**src/rtl/l1_threshold_target_if.sv**
```systemverilog
// Wishbone classic bus bundle between the interconnect thresh_ host port and the threshold target.
// Latency: none (wires only).
// Backpressure: the master holds cyc/stb until ack; the slave never stalls beyond one cycle.
interface l1_threshold_target_if;
    logic        cyc;
    logic        stb;
    logic        we;
    logic [12:0] adr;
    logic [31:0] dat_w;
    logic [3:0]  sel;
    logic        ack;
    logic [31:0] dat_r;
    logic        err;
    logic        rty;

    modport master (
        output cyc, stb, we, adr, dat_w, sel,
        input  ack, dat_r, err, rty
    );

    modport slave (
        input  cyc, stb, we, adr, dat_w, sel,
        output ack, dat_r, err, rty
    );
endinterface

```
**src/rtl/l1_threshold_target.sv**
```systemverilog
// L1 trigger threshold target: WB shadow bank streamed to beam logic on UPDATE, then one commit strobe.
// Latency: WB ack one cycle after request; stream starts the cycle after the UPDATE ack, one word per ready cycle.
// Backpressure: stream index only advances on thresh_wr_o & thresh_ready_i; optional L1_THRESH_ACTIVE_READBACK_EN adds an active-bank readback.
module l1_threshold_target #(
    parameter int                     NUM_BEAMS    = 48,
    parameter int                     THRESH_BITS  = 18,
    parameter logic [THRESH_BITS-1:0] THRESH_RESET = THRESH_BITS'(4000)
) (
    input  logic                         wb_clk_i,
    input  logic                         wb_rst_ni,
    l1_threshold_target_if.slave         wb,
    output logic [THRESH_BITS-1:0]       thresh_dat_o,
    output logic [$clog2(NUM_BEAMS):0]   thresh_addr_o,
    output logic                         thresh_wr_o,
    input  logic                         thresh_ready_i,
    output logic                         thresh_update_o,
    output logic                         busy_o
);
    localparam int BW = $clog2(NUM_BEAMS);
    localparam int KW = $clog2(2 * NUM_BEAMS);
    localparam logic [KW-1:0] K_NB   = KW'(NUM_BEAMS);
    localparam logic [KW-1:0] K_LAST = KW'(2 * NUM_BEAMS - 1);
    localparam logic [7:0]    NB_W   = 8'(NUM_BEAMS);

    typedef enum logic [1:0] {
        ST_IDLE   = 2'd0,
        ST_STREAM = 2'd1,
        ST_COMMIT = 2'd2
    } state_t;

    state_t                 state_q, state_d;
    logic [KW-1:0]          k_q, k_d;
    logic                   ack_q;
    logic [31:0]            dat_q;
    logic                   upd_pend_q;
    logic                   lockout_q;
    logic [31:0]            updcnt_q;
    logic [THRESH_BITS-1:0] trig_q [NUM_BEAMS];
    logic [THRESH_BITS-1:0] sub_q  [NUM_BEAMS];
`ifdef L1_THRESH_ACTIVE_READBACK_EN
    logic [THRESH_BITS-1:0] act_trig_q [NUM_BEAMS];
    logic [THRESH_BITS-1:0] act_sub_q  [NUM_BEAMS];
`endif

    // Address decode: adr[12:10] picks the 1 KB region, adr[9:2] the word inside it.
    logic                   req, wr_go, busy_int;
    logic [2:0]             region;
    logic [7:0]             word;
    logic                   beam_ok;
    logic [BW-1:0]          beam;
    logic                   is_ctrl, is_cnt, is_trig, is_sub;
    logic                   shadow_wr, shadow_drop, lockout_clr, start;

    assign req      = wb.cyc & wb.stb & ~ack_q;
    assign wr_go    = req & wb.we;
    assign region   = wb.adr[12:10];
    assign word     = wb.adr[9:2];
    assign beam_ok  = (word < NB_W);
    assign beam     = word[BW-1:0];
    assign is_ctrl  = (region == 3'd0) && (word == 8'd0);
    assign is_cnt   = (region == 3'd0) && (word == 8'd1);
    assign is_trig  = (region == 3'd1) && beam_ok;
    assign is_sub   = (region == 3'd2) && beam_ok;

    // A pending start counts as busy so nothing slips in between the UPDATE ack and STREAM entry.
    assign busy_o      = (state_q != ST_IDLE);
    assign busy_int    = busy_o | upd_pend_q;
    assign shadow_wr   = wr_go & ~busy_int & (is_trig | is_sub);
    assign shadow_drop = wr_go &  busy_int & (is_trig | is_sub);
    assign lockout_clr = wr_go & is_ctrl & wb.dat_w[1];
    assign start       = wr_go & is_ctrl & wb.dat_w[0] & ~busy_int;

    // Stream word k maps to trigger[k] for the first half, subthreshold[k-NUM_BEAMS] after.
    logic                   k_is_sub;
    logic [KW-1:0]          k_off;
    logic [BW-1:0]          k_beam;
    logic [THRESH_BITS-1:0] stream_val;
    logic                   xfer;

    // Split the stream index into bank select and beam number.
    always_comb begin
        k_is_sub = 1'b0;
        k_off    = k_q;
        if (k_q >= K_NB) begin
            k_is_sub = 1'b1;
            k_off    = k_q - K_NB;
        end
    end

    assign k_beam          = k_off[BW-1:0];
    assign stream_val      = k_is_sub ? sub_q[k_beam] : trig_q[k_beam];
    assign thresh_wr_o     = (state_q == ST_STREAM);
    assign thresh_dat_o    = thresh_wr_o ? stream_val : '0;
    assign thresh_addr_o   = thresh_wr_o ? {k_is_sub, k_beam} : '0;
    assign thresh_update_o = (state_q == ST_COMMIT);
    assign xfer            = thresh_wr_o & thresh_ready_i;

    assign wb.ack   = ack_q;
    assign wb.dat_r = dat_q;
    assign wb.err   = 1'b0;
    assign wb.rty   = 1'b0;

    // Byte selects, sub-word address bits and data above THRESH_BITS carry no meaning here.
    logic unused_ok;
    assign unused_ok = ^{wb.sel, wb.adr[1:0], wb.dat_w[31:THRESH_BITS], k_off[KW-1:BW]};

    // Read mux, zero-extending thresholds; unmapped and out-of-range words read 0.
    logic [31:0] rd_dat;
    always_comb begin
        rd_dat = 32'd0;
        if (is_ctrl) begin
            rd_dat = {30'd0, lockout_q, busy_o};
        end else if (is_cnt) begin
            rd_dat = updcnt_q;
        end else if (is_trig) begin
            rd_dat = {{(32-THRESH_BITS){1'b0}}, trig_q[beam]};
        end else if (is_sub) begin
            rd_dat = {{(32-THRESH_BITS){1'b0}}, sub_q[beam]};
`ifdef L1_THRESH_ACTIVE_READBACK_EN
        end else if ((region == 3'd3) && beam_ok) begin
            rd_dat = {{(32-THRESH_BITS){1'b0}}, act_trig_q[beam]};
        end else if ((region == 3'd4) && beam_ok) begin
            rd_dat = {{(32-THRESH_BITS){1'b0}}, act_sub_q[beam]};
`endif
        end
    end

    // WB response: single-cycle ack pulse with registered data held until the next ack.
    always_ff @(posedge wb_clk_i or negedge wb_rst_ni) begin
        if (!wb_rst_ni) begin
            ack_q <= 1'b0;
            dat_q <= 32'd0;
        end else begin
            ack_q <= req;
            if (req) begin
                dat_q <= rd_dat;
            end
        end
    end

    // Control state: start request, sticky LOCKOUT (set beats clear), commit counter.
    always_ff @(posedge wb_clk_i or negedge wb_rst_ni) begin
        if (!wb_rst_ni) begin
            upd_pend_q <= 1'b0;
            lockout_q  <= 1'b0;
            updcnt_q   <= 32'd0;
        end else begin
            upd_pend_q <= start;
            if (shadow_drop) begin
                lockout_q <= 1'b1;
            end else if (lockout_clr) begin
                lockout_q <= 1'b0;
            end
            if (state_q == ST_COMMIT) begin
                updcnt_q <= updcnt_q + 32'd1;
            end
        end
    end

    // Shadow bank: software writes land only while idle.
    always_ff @(posedge wb_clk_i or negedge wb_rst_ni) begin
        if (!wb_rst_ni) begin
            for (int i = 0; i < NUM_BEAMS; i++) begin
                trig_q[i] <= THRESH_RESET;
                sub_q[i]  <= THRESH_RESET;
            end
        end else if (shadow_wr) begin
            if (is_trig) begin
                trig_q[beam] <= wb.dat_w[THRESH_BITS-1:0];
            end else begin
                sub_q[beam] <= wb.dat_w[THRESH_BITS-1:0];
            end
        end
    end

`ifdef L1_THRESH_ACTIVE_READBACK_EN
    // Active bank mirrors what the beam logic has been sent, word by word.
    always_ff @(posedge wb_clk_i or negedge wb_rst_ni) begin
        if (!wb_rst_ni) begin
            for (int i = 0; i < NUM_BEAMS; i++) begin
                act_trig_q[i] <= THRESH_RESET;
                act_sub_q[i]  <= THRESH_RESET;
            end
        end else if (xfer) begin
            if (k_is_sub) begin
                act_sub_q[k_beam] <= stream_val;
            end else begin
                act_trig_q[k_beam] <= stream_val;
            end
        end
    end
`endif

    // FSM state and stream index registers.
    always_ff @(posedge wb_clk_i or negedge wb_rst_ni) begin
        if (!wb_rst_ni) begin
            state_q <= ST_IDLE;
            k_q     <= '0;
        end else begin
            state_q <= state_d;
            k_q     <= k_d;
        end
    end

    // FSM next state: IDLE -> STREAM (2*NUM_BEAMS words) -> COMMIT (one cycle) -> IDLE.
    always_comb begin
        state_d = state_q;
        k_d     = k_q;
        case (state_q)
            ST_IDLE: begin
                if (upd_pend_q) begin
                    state_d = ST_STREAM;
                    k_d     = '0;
                end
            end
            ST_STREAM: begin
                if (xfer) begin
                    if (k_q == K_LAST) begin
                        state_d = ST_COMMIT;
                        k_d     = '0;
                    end else begin
                        k_d = k_q + 1'b1;
                    end
                end
            end
            ST_COMMIT: begin
                state_d = ST_IDLE;
            end
            default: begin
                state_d = ST_IDLE;
                k_d     = '0;
            end
        endcase
    end
endmodule

```
**src/flat_wrapper.sv**
```systemverilog
// flat-port wrapper written by rule: the top's interface ports become plain ports
module l1_threshold_target_flat 
#(
    parameter int                     NUM_BEAMS    = 48,
    parameter int                     THRESH_BITS  = 18,
    parameter logic [THRESH_BITS-1:0] THRESH_RESET = THRESH_BITS'(4000)
)
  (wb_clk_i, wb_rst_ni, thresh_dat_o, thresh_addr_o, thresh_wr_o, thresh_ready_i, thresh_update_o, busy_o, wb_cyc, wb_stb, wb_we, wb_adr, wb_dat_w, wb_sel, wb_ack, wb_dat_r, wb_err, wb_rty);
  l1_threshold_target_if wb_i ();
  input  logic wb_clk_i;
  input  logic wb_rst_ni;
  output logic [THRESH_BITS-1:0] thresh_dat_o;
  output logic [$clog2(NUM_BEAMS):0] thresh_addr_o;
  output logic thresh_wr_o;
  input  logic thresh_ready_i;
  output logic thresh_update_o;
  output logic busy_o;
  input wire logic [$bits(wb_i.cyc)-1:0] wb_cyc;
  input wire logic [$bits(wb_i.stb)-1:0] wb_stb;
  input wire logic [$bits(wb_i.we)-1:0] wb_we;
  input wire logic [$bits(wb_i.adr)-1:0] wb_adr;
  input wire logic [$bits(wb_i.dat_w)-1:0] wb_dat_w;
  input wire logic [$bits(wb_i.sel)-1:0] wb_sel;
  output wire logic [$bits(wb_i.ack)-1:0] wb_ack;
  output wire logic [$bits(wb_i.dat_r)-1:0] wb_dat_r;
  output wire logic [$bits(wb_i.err)-1:0] wb_err;
  output wire logic [$bits(wb_i.rty)-1:0] wb_rty;
  assign wb_i.cyc = wb_cyc;
  assign wb_i.stb = wb_stb;
  assign wb_i.we = wb_we;
  assign wb_i.adr = wb_adr;
  assign wb_i.dat_w = wb_dat_w;
  assign wb_i.sel = wb_sel;
  assign wb_ack = wb_i.ack;
  assign wb_dat_r = wb_i.dat_r;
  assign wb_err = wb_i.err;
  assign wb_rty = wb_i.rty;
  l1_threshold_target #(.NUM_BEAMS(NUM_BEAMS), .THRESH_BITS(THRESH_BITS), .THRESH_RESET(THRESH_RESET)) u_core (.wb_clk_i(wb_clk_i), .wb_rst_ni(wb_rst_ni), .wb(wb_i), .thresh_dat_o(thresh_dat_o), .thresh_addr_o(thresh_addr_o), .thresh_wr_o(thresh_wr_o), .thresh_ready_i(thresh_ready_i), .thresh_update_o(thresh_update_o), .busy_o(busy_o));
endmodule
```
**config.mk**
```make
export PLATFORM = sky130hd
export DESIGN_NAME = l1_threshold_target_flat
export DESIGN_NICKNAME = d
export VERILOG_FILES = /design/src/rtl/l1_threshold_target_if.sv /design/src/rtl/l1_threshold_target.sv /design/src/flat_wrapper.sv
export SDC_FILE = /design/constraint.sdc
export NUM_CORES = 2
export LEC_CHECK = 0
export BUFFER_PORTS_ARGS = -buffer_cell sky130_fd_sc_hd__buf_2
export CORE_MARGIN = 1.5
export CORE_UTILIZATION = 49
export CTS_CLUSTER_SIZE = 20
export DETAILED_ROUTE_END_ITERATION = 16
export PLACE_DENSITY = 0.67
export SYNTH_ARGS = -nofsm -noshare
export SYNTH_HDL_FRONTEND = slang
export SYNTH_SLANG_ARGS = --single-unit
export TNS_END_PERCENT = 5
```
**constraint.sdc**
```tcl
create_clock -name wb_clk_i -period 8.49 [get_ports wb_clk_i]
set_input_delay 0.4245 -clock wb_clk_i [delete_from_list [all_inputs] [get_ports wb_clk_i]]
set_output_delay 0.4245 -clock wb_clk_i [all_outputs]
set_load 0.05 [all_outputs]
```
; Word level (Yosys, flattened, before mapping)
; Cells that the tools add are included.
[op_classes]
add_sub_neg = 3
n_lt_le_gt_ge = 5
eq_ne = 9
muxes = 35
bitwise = 20
reduce_logical = 14
[ops]
columns = cell, count
row1 = bitwise mux 864 bit, 2
row2 = binary-select mux 18 bit (select 6 bit), 4
row3 = two-way mux 18 bit, 12
row4 = demux 18 bit (select 6 bit), 1
row5 = two-way mux 32 bit, 3
row6 = "adder 32 x 1 -> 32 bit, second input constant", 1
row7 = two-way mux 7 bit, 4
row8 = one-hot mux 7 bit (3 select lines), 1
row9 = ">= comparator 7 bit, second input constant", 2
row10 = inverter 6 -> 7 bit, 2
row11 = AND 1 bit, 12
row12 = "== test 8 x 1 -> 1 bit, second input constant", 1
row13 = logical NOT 8 bit, 1
row14 = "less-than comparator 8 x 6 -> 1 bit, second input constant", 1
row15 = "adder 7 x 1 -> 7 bit, second input constant", 1
row16 = "== test 7 bit, second input constant", 1
row17 = ">= comparator 7 x 6 -> 1 bit, second input constant", 1
row18 = "less-than comparator 7 x 1 -> 1 bit, second input constant", 1
row19 = two-way mux 2 bit, 3
row20 = two-way mux 6 bit, 1
row21 = AND reduction 3 bit, 2
row22 = "subtractor 6 bit, second input constant", 1
row23 = logical AND 1 bit, 5
row24 = "inequality test 2 bit, second input constant", 2
row25 = 13 further kinds, 21
[totals]
regBits = 1804
input_bits = 55
out_inout_bits = 63
word_cells = 189

; Depth between registers and ports, before layout
[logic_depth]
depth_word = 8
mapped_depth = 14
mapped_depth_nobuf = 8

; Worst setup path before layout
; No wires, ideal clock.
[synth_path]
path_type = register -> output
start = register u_core.k_q[1]
end = output thresh_dat_o[10]
arrival_ns = 3.978
required_time_ns = 8.066
setup_slack_ns = 4.087
stages_incl_launch_ff = 14
n_path_buf = 6
cell_sequence = dfrtp_1 -> buf_2 -> buf_1 -> clkbuf_1 -> buf_2 -> inv_1 -> ha_1 -> a31o_2 -> nand2b_1 -> clkbuf_1 -> nand2_1 -> buf_2 -> mux2i_1 -> o21ai_0
[synth_between]
elab_chain_len = 8
word_cells_on_any_way = 13
classes_between = add/sub (1) / order compare (1) / mux (10) / bitwise (1)
[synth_lines]
columns = item, line
row1 = "start, declared", l1_threshold_target.sv:32  ; logic [KW-1:0] k_q, k_d;
row2 = "start signal, assigned", l1_threshold_target.sv:201  ; k_q <= k_d;
row3 = subtractor 6 bit / >= comparator 7 x 6 -> 1 bit (equally long branches), "l1_threshold_target.sv:86, l1_threshold_target.sv:84"
row4 = two-way mux 6 bit, l1_threshold_target.sv:84  ; if (k_q >= K_NB) begin
row5 = inverter 6 -> 7 bit (implied by the code), l1_threshold_target.sv:91  ; assign stream_val = k_is_sub ? sub_q[k_beam] : trig_q[k_beam];
row6 = binary-select mux 18 bit (select 6 bit), l1_threshold_target.sv:91
row7 = two-way mux 18 bit (implied by the code) (2 in series), l1_threshold_target.sv:91
row8 = two-way mux 18 bit (*), l1_threshold_target.sv:91
row9 = two-way mux 18 bit (*), l1_threshold_target.sv:93  ; assign thresh_dat_o = thresh_wr_o ? stream_val : '0;
row10 = "end, declared", flat_wrapper.sv:12  ; output logic [THRESH_BITS-1:0] thresh_dat_o;
; Every way passes the cells marked *; elsewhere a longest branch is shown, timed or not. The select of a mux whose other input is x is not followed.

; Final worst setup path
[layout_path]
start = register u_core.k_q[0]
end = output thresh_dat_o[11]
; The elaborated chain is that of the path after synthesis.

==> results.md <==
- Clock root buffer: clkbuf_16
- Clock network fraction of design power: between 40% and 50%
- Mux contribution to synthesized area: between 30% and 40%
- Port Buffers: 95
- Element type at the critical path end: output port
- Met1 usage: 45.8%
- Number of synthesized flops with an enable pin: 0
- P_int: ~15 mW
- CP most frequent cell: mux4_2
- Layout cell share with drive strength beyond 1: 56.0%
- Area share of fa/ha/maj cells after synthesis: less than 1%
- Count of pins over their slew limit: 0
- Post-synthesis sequential area ratio: 46.2%
- Cell area after layout: between 100000 and 150000 µm²
- Netlist Area Pre-Place: between 90000 and 100000 µm²
- Post-CTS Resized: 0
- First-pass GRT wire length: 513 mm
- Drt first pass iters: 8
- DP Cell Count: about 9000
- Layout Nets: approximately 6600
- Total die area: ~210000 µm²
- Critical path cell sequence: buf_4 -> mux4_2 -> mux4_2 -> nor2b_1 -> nor4_1 -> o21ai_0 -> buf_2
- Syn-to-layout area delta: 8.85%
- Worst EP arrival: 5.97 ns
- Reg area: 45900 µm²
- Number of CTS-inserted buffers: a little under 200
- Net Sw Frac: 28.5%
- Post-synth top flop: dfrtp_1
- Hold Path Class: primary input to register
- Static Leak: approximately 47 nW
- Synth Instances: ~6700
- Clk buf depth: 3
- Max-cap violations: 0
- Util after Layout: 53.6%
- Commonest non-fill, non-tap cell in the layout: mux2_2
- Yosys top cell by area: dfrtp_1
- Kind of critical path: register to output port
- DP Worst Slack: 3.18 ns
- Routed wire per std cell: roughly 39 µm
- Most frequent cells in the layout: 1426 x mux2_2, 1224 x dfrtp_1, 699 x mux4_2, 576 x dfstp_2, 288 x mux2_4
- Tmin final: approximately 6.4 ns
- RSZ-0062 raised after global routing: false
- Worst-Margin Slew: approximately 1.4 ns
- Overall global routing resource usage: approximately a third
- DR vias/cell: approximately 7.2
- Initial antenna violation count: 25
- Final period utilization: between 70 and 80%
- Clock-pin transition on the worst setup and hold timing paths: around 0.060 ns
- Power Density: roughly 190 nW/µm²
- Sink Count: between 1500 and 2000
- Worst endpoint required time: between 8 and 9 ns
- Worst Skew: between 0.03 and 0.04 ns
- GR Util met2: 49.5%
- Vias: approximately 67000
- Post-Synth Simple-Gate Area: 4.30%
- Drt drc: 0
- Die width: 453 µm
- Slew HR: 7.86%
- TritonCTS clock tree: yes
- Largest net degree at the start of global routing: ~180
- Max Freq: 156 MHz
- Synth Area in Compound Gates: about 5.8%
- Vias in the first global route: about 67000
- Drt first-iter violations: approximately 9400
- Global route overflow: 0
- H-tree depth: 4
- Slowest CP cell: dfrtp_4
- Final Worst Setup Slack: about 2.1 ns
- Final setup vio count: 0
- Core area: approximately 200000 µm²
- Hold_ws: approximately 0.056 ns
- Post-synth top area share: between 30% and 40%
- Maximum VDD drop: around 0.23 mV
- Post-Synth XOR/XNOR Area: less than 1%
- Layout fillers: 16185
- Final non-filler cell total: about 9400
- Cell variety after synth: 90
- Antenna viol nets, final: 0
- Asr flop ratio synth: 100%
- Ys Warns: 0
- Status: finished clean
- Final WL: 364 mm
- Startpoint types: register
- Final hold violations: 0
- Synth Area per Inst: roughly 15 µm²
- Max incr delay on CP: 1.11 ns
- P_sw: about 6 mW
- Routability cong.: approximately 0.95
- Area of the multi-input gates: between 40000 and 50000 µm²
- Met3 global-route usage: 12.7%
- Crit-path max FO: 43
- Total power: 20.5 mW
- Area after DPL: about 100000 µm²
- Combinational group share of total power: 13.8%
- Chip height: roughly 450 µm
- Main combinational cell family by area after synthesis: multiplexers
- Flops & latches, synth: between 1500 and 2000
- Ranking of synthesized cells by area: dfrtp_1 31%, mux2_2 16%, mux4_2 16%
- I/O Pins: roughly 120
- Final TNS setup: 0 ns
- HPWL Detailed: between 200 and 250 mm
- Starting density of the core: 49.2%
- Worst-skew pair later-pin latency: 0.88 ns
- Std-Cell Rows: around 170
- GRT Max-Usage Layer: met2
- Sequential power share: 42.8%
==> Yosys cell counts (14+ instances only) <==
master / instances
nor2_8: 41
a211oi_1: 22
nor2b_1: 79
a22o_1: 41
buf_2: 167
mux2i_1: 188
mux2_4: 288
dfrtp_1: 1228
o22ai_1: 85
buf_6: 15
nor2_2: 27
xnor2_1: 22
nor4_1: 23
a22oi_1: 96
and3_1: 14
o221ai_1: 50
mux4_2: 699
mux2_2: 1426
a21oi_1: 116
dfstp_2: 576
clkbuf_1: 363
nor3_1: 20
mux2_1: 122
buf_1: 34
nand2_1: 142
a31oi_1: 26
nand3_4: 20
nand3_1: 35
a221o_1: 21
o21ai_0: 137
a221oi_1: 138
buf_12: 32
nand4_1: 22
nand2b_1: 14
nor2_1: 127
o211ai_1: 15
buf_4: 58
==> layout make-up <==
class	count	share of cell area, %
diodes	16	0.0370
clock buffers	304	5.43
clock inverters	62	0.710
inverters	11	0.0428
multi-input cells	4217	46.2
flip-flops and latches	1804	42.5
well taps	2672	3.09
repair buffers	279	2.02
==> power groups by stage <==
stage | clock (mW) | sequential, mW | combinational (mW)
6_report | 8.91 | 8.80 | 2.83
5_1_grt | 9.30 | 8.79 | 2.91
4_1_cts | 8.96 | 8.79 | 2.78
3_5_place_dp | 0 | 8.94 | 2.78
3_3_place_gp | 0 | 8.93 | 2.77
2_1_floorplan | 0 | 8.80 | 1.82
==> kinds of logic (layout without fill, tap and decap cells) <==
kind of cell / Yosys count / after routing
simple gates: 639 / 639
flops: 1804 / 1804
buf+inv: 682 / 656
other cells: 1 / 18
compound gates: 815 / 815
fa+ha+maj: 5 / 5
mux: 2723 / 2723
xor+xnor: 33 / 33
==> flip-flops by register name, summed over array words and instances, names as in the netlist <==
| register | count |
|---|---|
| u_core.k_q | 7 |
| u_core.wb.dat_r | 32 |
| u_core.state_q | 2 |
| u_core.wb.ack | 1 |
| u_core.lockout_q | 1 |
| u_core.trig_q | 864 |
| u_core.upd_pend_q | 1 |
| u_core.sub_q | 864 |
| u_core.updcnt_q | 32 |
==> worst max-delay path: cells and delay by family (launching register included) <==
family	cells	cell delay [ns]
buf+inv	2	1.05
flops	1	1.11
mux	2	1.18
simple gates	2	1.07
compound gates	1	0.55
==> layer usage <==
metal | part of all wire [%] | wire length (µm)
met1 | 37 | 135000
met2 | 42 | 154000
met3 | 13 | 46500
met4 | 7.5 | 27100
met5 | 0.11 | 404
==> final timing paths <==
check	startpoint	to	slack (ns)	cells past startpoint
hold / removal	wb_dat_w[2]	u_core.sub_q[2]	0.06	2
setup reg to reg	u_core.wb.ack	u_core.sub_q[229]	4.23	8
min in group asynchronous	wb_rst_ni	u_core.sub_q[474]	0.22	2
max in group asynchronous	wb_rst_ni	u_core.trig_q[254]	5.99	4
hold reg to reg	u_core.updcnt_q[31]	u_core.updcnt_q[31]	0.48	1
setup / recovery	u_core.k_q[0]	thresh_dat_o[11]	2.10	7
==> timing repair <==
item / CTS / global route
buffers inserted: 0 / 0
hold buffers: 4 / 0
endpoints found under the hold margin: 121 / 0
(Power assumes the default switching activity.)
